[src/rtl/sisc_pkg.sv]
// Shared definitions for the SISC instruction-fetch unit.
// Latency: none (types, defaults and a combinational helper only).
// Backpressure: not applicable.
//
// Contents: fetch FSM state encoding, default bus widths and reset vector,
// and the branch-target helper used by both the IDLE and pending-branch paths.
package sisc_pkg;

    typedef enum logic [1:0] {
        ST_IDLE  = 2'd0,
        ST_WAIT  = 2'd1,
        ST_FAULT = 2'd2
    } fetch_state_t;

    localparam int DEF_ADDR_W  = 16;
    localparam int DEF_DATA_W  = 32;
    localparam int DEF_RST_VEC = 0;

    // Branch arithmetic is done at a fixed wide width; callers keep the low
    // ADDR_W bits, which gives the modulo-2^ADDR_W wrap for relative branches.
    localparam int BR_CALC_W = 64;

    function automatic logic [BR_CALC_W-1:0] br_target(
        input logic [BR_CALC_W-1:0] pc,
        input logic                 abs_mode,
        input logic [BR_CALC_W-1:0] imm
    );
        return abs_mode ? imm : pc + imm;
    endfunction

endpackage

[src/rtl/sisc_fetch_timer.sv]
// WAIT-state timeout counter for sisc_fetch.
// Latency: expired is combinational from the registered count.
// Backpressure: none; counts while en=1, holds otherwise, clr/rst zero it.
//
// Ports: clk, rst (sync, active-high), clr (zero the count), en (count one
// cycle), expired (count has reached TIMEOUT; constant 0 when TIMEOUT=0).
module sisc_fetch_timer #(
    parameter int TIMEOUT = 15
) (
    input  logic clk,
    input  logic rst,
    input  logic clr,
    input  logic en,
    output logic expired
);

    if (TIMEOUT == 0) begin : g_off
        logic unused_tie;
        assign unused_tie = clk ^ rst ^ clr ^ en;
        assign expired    = 1'b0;
    end else begin : g_on
        localparam int CNT_W = $clog2(TIMEOUT + 1);
        logic [CNT_W-1:0] cnt;

        // The owner leaves WAIT on expiry, so the count never needs to
        // saturate beyond TIMEOUT.
        always_ff @(posedge clk) begin
            if (rst || clr) begin
                cnt <= '0;
            end else if (en) begin
                cnt <= cnt + CNT_W'(1);
            end
        end

        assign expired = (cnt == CNT_W'(TIMEOUT));
    end

endmodule

[src/rtl/sisc_fetch.sv]
// SISC instruction fetch: PC, branch unit, req/ack memory fetch, IR, timeout fault.
// Latency: fetch_req to ir_valid is 2 cycles minimum, +1 per memory wait cycle.
// Backpressure: fetch_req ignored while busy/faulted; control must wait for ir_valid.
//
// Ports: clk, rst_f (sync, active-high); fetch_req, br_load/br_abs/br_imm
// from control; imem_req/imem_addr/imem_ack/imem_rdata memory handshake;
// ir/ir_valid decoded-instruction bus; pc_out, busy, fault status.
module sisc_fetch
    import sisc_pkg::*;
#(
    parameter int                ADDR_W  = DEF_ADDR_W,
    parameter int                DATA_W  = DEF_DATA_W,
    parameter logic [ADDR_W-1:0] RST_VEC = ADDR_W'(DEF_RST_VEC),
    parameter int                TIMEOUT = 15
) (
    input  logic              clk,
    input  logic              rst_f,
    input  logic              fetch_req,
    input  logic              br_load,
    input  logic              br_abs,
    input  logic [ADDR_W-1:0] br_imm,
    output logic              imem_req,
    output logic [ADDR_W-1:0] imem_addr,
    input  logic              imem_ack,
    input  logic [DATA_W-1:0] imem_rdata,
    output logic [DATA_W-1:0] ir,
    output logic              ir_valid,
    output logic [ADDR_W-1:0] pc_out,
    output logic              busy,
    output logic              fault
);

    fetch_state_t      state, state_n;
    logic [ADDR_W-1:0] pc, pc_n;
    logic [ADDR_W-1:0] addr_n;
    logic [DATA_W-1:0] ir_n;
    logic              ir_valid_n, req_n, fault_n;
    logic              pend_vld, pend_vld_n;
    logic [ADDR_W-1:0] pend_tgt, pend_tgt_n;
    logic              tmr_clr, tmr_en, tmr_expired;

    // Target relative to the current pc; in WAIT pc still equals imem_addr.
    logic [BR_CALC_W-1:0] br_tgt_full;
    logic [ADDR_W-1:0]    br_tgt;
    logic                 unused_br_hi;
    assign br_tgt_full  = br_target(BR_CALC_W'(pc), br_abs, BR_CALC_W'(br_imm));
    assign br_tgt       = br_tgt_full[ADDR_W-1:0];
    assign unused_br_hi = ^br_tgt_full[BR_CALC_W-1:ADDR_W];

    sisc_fetch_timer #(.TIMEOUT(TIMEOUT)) u_timer (
        .clk     (clk),
        .rst     (rst_f),
        .clr     (tmr_clr),
        .en      (tmr_en),
        .expired (tmr_expired)
    );

    always_comb begin
        state_n    = state;
        pc_n       = pc;
        addr_n     = imem_addr;
        ir_n       = ir;
        ir_valid_n = 1'b0;
        req_n      = imem_req;
        fault_n    = fault;
        pend_vld_n = pend_vld;
        pend_tgt_n = pend_tgt;
        tmr_clr    = 1'b0;
        tmr_en     = 1'b0;
        case (state)
            ST_IDLE: begin
                if (br_load) pc_n = br_tgt;
                if (fetch_req) begin
                    state_n    = ST_WAIT;
                    req_n      = 1'b1;
                    addr_n     = br_load ? br_tgt : pc;
                    tmr_clr    = 1'b1;
                    pend_vld_n = 1'b0;
                end
            end
            ST_WAIT: begin
                if (br_load) begin
                    pend_vld_n = 1'b1;
                    pend_tgt_n = br_tgt;
                end
                // Ack takes priority over a same-cycle timeout expiry.
                if (imem_ack) begin
                    state_n    = ST_IDLE;
                    ir_n       = imem_rdata;
                    ir_valid_n = 1'b1;
                    req_n      = 1'b0;
                    pend_vld_n = 1'b0;
                    if (br_load)       pc_n = br_tgt;
                    else if (pend_vld) pc_n = pend_tgt;
                    else               pc_n = imem_addr + ADDR_W'(1);
                end else if (tmr_expired) begin
                    state_n = ST_FAULT;
                    req_n   = 1'b0;
                    fault_n = 1'b1;
                end else begin
                    tmr_en = 1'b1;
                end
            end
            ST_FAULT: begin
                req_n = 1'b0;
            end
            default: begin
                state_n = ST_IDLE;
                req_n   = 1'b0;
            end
        endcase
    end

    always_ff @(posedge clk) begin
        if (rst_f) begin
            state     <= ST_IDLE;
            pc        <= RST_VEC;
            imem_addr <= RST_VEC;
            ir        <= '0;
            ir_valid  <= 1'b0;
            imem_req  <= 1'b0;
            fault     <= 1'b0;
            pend_vld  <= 1'b0;
            pend_tgt  <= '0;
        end else begin
            state     <= state_n;
            pc        <= pc_n;
            imem_addr <= addr_n;
            ir        <= ir_n;
            ir_valid  <= ir_valid_n;
            imem_req  <= req_n;
            fault     <= fault_n;
            pend_vld  <= pend_vld_n;
            pend_tgt  <= pend_tgt_n;
        end
    end

    assign pc_out = pc;
    assign busy   = (state == ST_WAIT);

endmodule

[config.mk]
export PLATFORM = sky130hd
export DESIGN_NAME = sisc_fetch
export DESIGN_NICKNAME = d
export VERILOG_FILES = /design/src/rtl/sisc_pkg.sv /design/src/rtl/sisc_fetch_timer.sv /design/src/rtl/sisc_fetch.sv
export SDC_FILE = /design/constraint.sdc
export NUM_CORES = 1
export LEC_CHECK = 0
export BUFFER_PORTS_ARGS = -buffer_cell sky130_fd_sc_hd__buf_2
export CAP_MARGIN = 20
export CORE_ASPECT_RATIO = 0.6
export CORE_MARGIN = 3
export CORE_UTILIZATION = 25
export CTS_CLUSTER_DIAMETER = 40
export DETAILED_ROUTE_END_ITERATION = 16
export SKIP_CTS_REPAIR_TIMING = 1
export SYNTH_ARGS = -nofsm -noshare
export SYNTH_HDL_FRONTEND = slang
export SYNTH_SLANG_ARGS = --single-unit
[constraint.sdc]
create_clock -name clk -period 3 [get_ports clk]
set_input_delay 0.6 -clock clk [delete_from_list [all_inputs] [get_ports clk]]
set_output_delay 0.6 -clock clk [all_outputs]
set_load 0.1 [all_outputs]
==> metrics list <==
- ANT nets after route: 0
* FF+latch area: 1800 sq um
* Global-route usage over all layers: 0.154
- For this run, the slowest stage of the critical path takes 0.44 ns.
* Final net count: 857
- Sw frac: 0.392
- Worst hold slack across all endpoints: 0.447 ns
* Die Y-Extent: 116 microns
- Post-synth cell types: 60
- Part of the Yosys area used for sequential elements: 0.355
* # setup viols final: 0
- Average wire per cell in the routed design: 16.4 microns
* Synthesized-area fraction occupied by and/or/nand/nor cells: 0.217
* Leakage power total: 2.72 nW
- Buffering stage count on the worst path with inverters included: 1
- Start point of the critical path: br_imm[0]
- After synthesis, the largest family of logic cells by area is compound AO/OA/AOI/OAI gates.
- Synthesized-area fraction occupied by adder cells: 0.0459
- The detailed router put a total of 9.10 mm of wire on met1.
- The initial antenna violation count is 0.
- The cell area that synthesis handed to floorplanning was 5070 sq um.
* HP Start: fault$_SDFFE_PP0P_
* IO Pins: 122
- Number of pins with negative max-slew slack in the final report: 0
- In the routed design, unresolved DRC markers number 0.
- Power per standard cell area: 590 nW/um^2
* Final global-route overflow total: 0
* Relative slew margins: 0.417
* Placed cell count: 1040
- RD Place Congestion: 0.867
- The tree is rooted in a clkbuf_16.
* Commonest register cell after synthesis: dfxtp_1
- First drt pass iteration count: 5
- The synthesized design contains 0 enable-type register cells.
- After clock tree synthesis, the clock-pin slew on the worst setup and hold paths is 0.07 ns.
- In this run the worst path has a maximum fanout of 4.
- Detailed router's first-iteration violation count: 473
- In this run the deepest clock path goes through 2 buffers.
* Share of flip-flops with an asynchronous set or reset after synthesis: 0
* Final standard cell count with taps included and fillers excluded: 1055
- Worst reg2reg startpoint: pc_out[0]$_SDFFE_PP0P_
* Level count of the clock H-tree: 3
* Switching power: 1.49 mW
* Area taken by multi-input logic gates: 3070 sq um
- The slowest stage of the critical path is the fa_1 cell.
- Highest attainable clock frequency: 350 MHz
- The initial utilization of the core area, before any placement, comes to 0.261.
- Die Outline Area: 22100 sq um
- Setup repair after global routing missed its margin: false
- TritonCTS built the clock tree.
* Highest layer used for signal routing: met4
* Endpoints failing hold: 0
* Clk_lat worst skew: 0.35 ns
- The fraction of the mapped netlist area in compound gates came to 0.275.
- Leading cell type in the layout, fill and taps excluded: buf_2
- Internal: 2.31 mW
* Maximum capacitance violations: 0
- Number of port buffers: 121
- TritonCTS created 9 clock buffers.
* Multiplexer area fraction after synthesis: 0.0301
- In the synthesized netlist, the number of instances is 662.
- Across the VDD grid, the largest voltage drop is 0.000335 V.
* Crit. End Element: register
- Measured along the x axis, the die boundary spans 190 microns.
- Once detailed placement completed, the half-perimeter wirelength came to 13.2 mm.
- The worst setup path is launched from a primary input.
* Highest-count cells in the layout ignoring fill and taps: 121 x buf_2, 115 x nand2_1, 88 x dfxtp_1, 74 x a21oi_1, 52 x nor2_1
- Final period util: 0.951
- Total vias in the final route: 5388
* Crit path max-delay family: compound AO/OA/AOI/OAI gates
* Part of the power in registers: 0.356
- Post-synthesis register bit count: 90
* Vias in the first global route: 4712
- The Yosys step of the flow raised 0 warnings.
- At the pin with the least slew margin, the transition time is 0.873 ns.
- The share of total power dissipated in combinational logic is 0.333.
- Of the total synthesized cell area, the portion taken by XOR and XNOR cells is 0.0345.
- Of the total power, the clock network draws 0.311.
* Largest net degree at the start of global routing: 40
- Layout overhead on the synthesized area: 26.9%
* Layout cell share with drive strength beyond 1: 0.241
* Detailed route wirelength on metal2: 6.63 mm
- Fill cells: 2100
* Path type of the worst setup path: in -> reg
- Dividing the synthesized area by the synthesized cell count gives 7.66 sq um.
- Diodes inserted: 0
- Result of the run: finished, final reports clean
- Setup total negative slack on the finished layout was measured at 0 ns.
* Sum of routed wire length over all layers: 17.3 mm
* Wire length of the first global-routing pass: 26.9 mm
- Floorplan row count: 39
- Core ar.: 19500 sq um
* Via count normalized by instance count: 5.11
- Data arrival, critical path: 3.09 ns
- Routed wire length on met3: 1.57 mm
- STA puts the critical path data required time at 3.24 ns.
- Worst clock skew on the final layout: 0.00914 ns
- Subtracting the final worst setup slack from the clock period gives 2.85 ns.
- The critical path goes through buf_2 > ha_1 > fa_1 > a211oi_2 > o21bai_1 > a2111oi_4 > nor4_1 > or4_1 > a31oi_1 > nor2_1.
* Net Count, Synth: 734
* TritonCTS Sinks: 90
* HP Class: reg -> reg
## sequential cells by signal (all words and copies together) (netlist names)
name,count
fault,1
imem_addr,16
imem_req,1
ir,32
ir_valid,1
pc_out,16
pend_tgt,16
pend_vld,1
state,2
u_timer.g_on.cnt,4
## power groups by stage
stage	Combinational, mW	Sequential (mW)	Clock, mW
detailed placement	1.24	1.38	0
global route	1.35	1.36	1.26
CTS	1.25	1.35	1.21
global placement	1.24	1.38	0
finish	1.26	1.35	1.18
floorplan	0.495	1.80	0
## cell usage after synthesis, drive strengths merged (6+ instances only)
| cell type | instances | area, sq um |
|---|---|---|
| nand2 | 115 | 432 |
| dfxtp | 90 | 1800 |
| a21oi | 76 | 395 |
| nor2 | 52 | 195 |
| o21ai | 42 | 210 |
| clkbuf | 39 | 146 |
| nand3 | 21 | 105 |
| ha | 17 | 213 |
| a211oi | 16 | 130 |
| nor3 | 14 | 70.1 |
| a21o | 13 | 97.6 |
| mux2i | 13 | 130 |
| o211ai | 11 | 82.6 |
| xnor2 | 11 | 96.3 |
| a31oi | 10 | 62.6 |
| inv | 10 | 37.5 |
| nand4 | 9 | 56.3 |
| xor2 | 9 | 78.8 |
| and2 | 8 | 50.1 |
| buf | 8 | 32.5 |
| or3 | 8 | 55.1 |
| a22oi | 6 | 45.0 |
| o31ai | 6 | 45.0 |
## per-stage QoR
| step | power (mW) | setup slack [ns] | instance area [sq um] | utilization |
|---|---|---|---|---|
| floorplan | 2.29 | -0.0176 | 5070 | - |
| global placement | 2.62 | -0.251 | 6120 | 0.314 |
| global route | 3.97 | 0.0310 | 6440 | 0.331 |
| finish | 3.80 | 0.146 | 6440 | 0.331 |
| detailed placement | 2.62 | -0.239 | 6120 | 0.314 |
| CTS | 3.81 | 0.110 | 6420 | 0.330 |
## logic make-up (layout without fill, tap and decap cells)
group                      count (synthesis)  after routing
adders and majority gates                 18             18
DFF                                       90             90
xor gates and xnor gates                  20             20
and+or+nand+nor                          246            246
muxes                                     15             15
buffers and inverters                     57            184
AOI/OAI and AO/OA                        216            216
## cell type report
type | count | area share
Clock inverter | 4 | 0.00797
Clock buffer | 11 | 0.0393
Inverter | 10 | 0.00583
Tap cell | 266 | 0.0517
Multi-Input combinational cell | 515 | 0.476
Timing Repair Buffer | 159 | 0.138
Sequential cell | 90 | 0.280
## metal layers
layer | GRT usage | vias to the layer above
met5 | 0 | -
met4 | 0.0207 | 0
met3 | 0.0450 | 7
met2 | 0.199 | 235
met1 | 0.249 | 2504
li1 | - | 2642
## worst reg2reg max path, delay by kind of cell, from the launching register on
family                     cells  cell delay, ns
AOI/OAI and AO/OA              4            1.12
adders and majority gates      2            0.64
and+or+nand+nor                3            0.61
DFF                            1            0.32
## path summary, 6_finish.rpt
kind,end,slack [ns],depth (start not counted)
worst min-delay path,fault$_SDFFE_PP0P_,0.45,2
worst min register to register,fault$_SDFFE_PP0P_,0.45,2
worst max-delay path,pend_tgt[12]$_SDFFE_PP0P_,0.15,10
worst max register to register,pend_tgt[12]$_SDFFE_PP0P_,0.20,9
(Power assumes the default switching activity.)
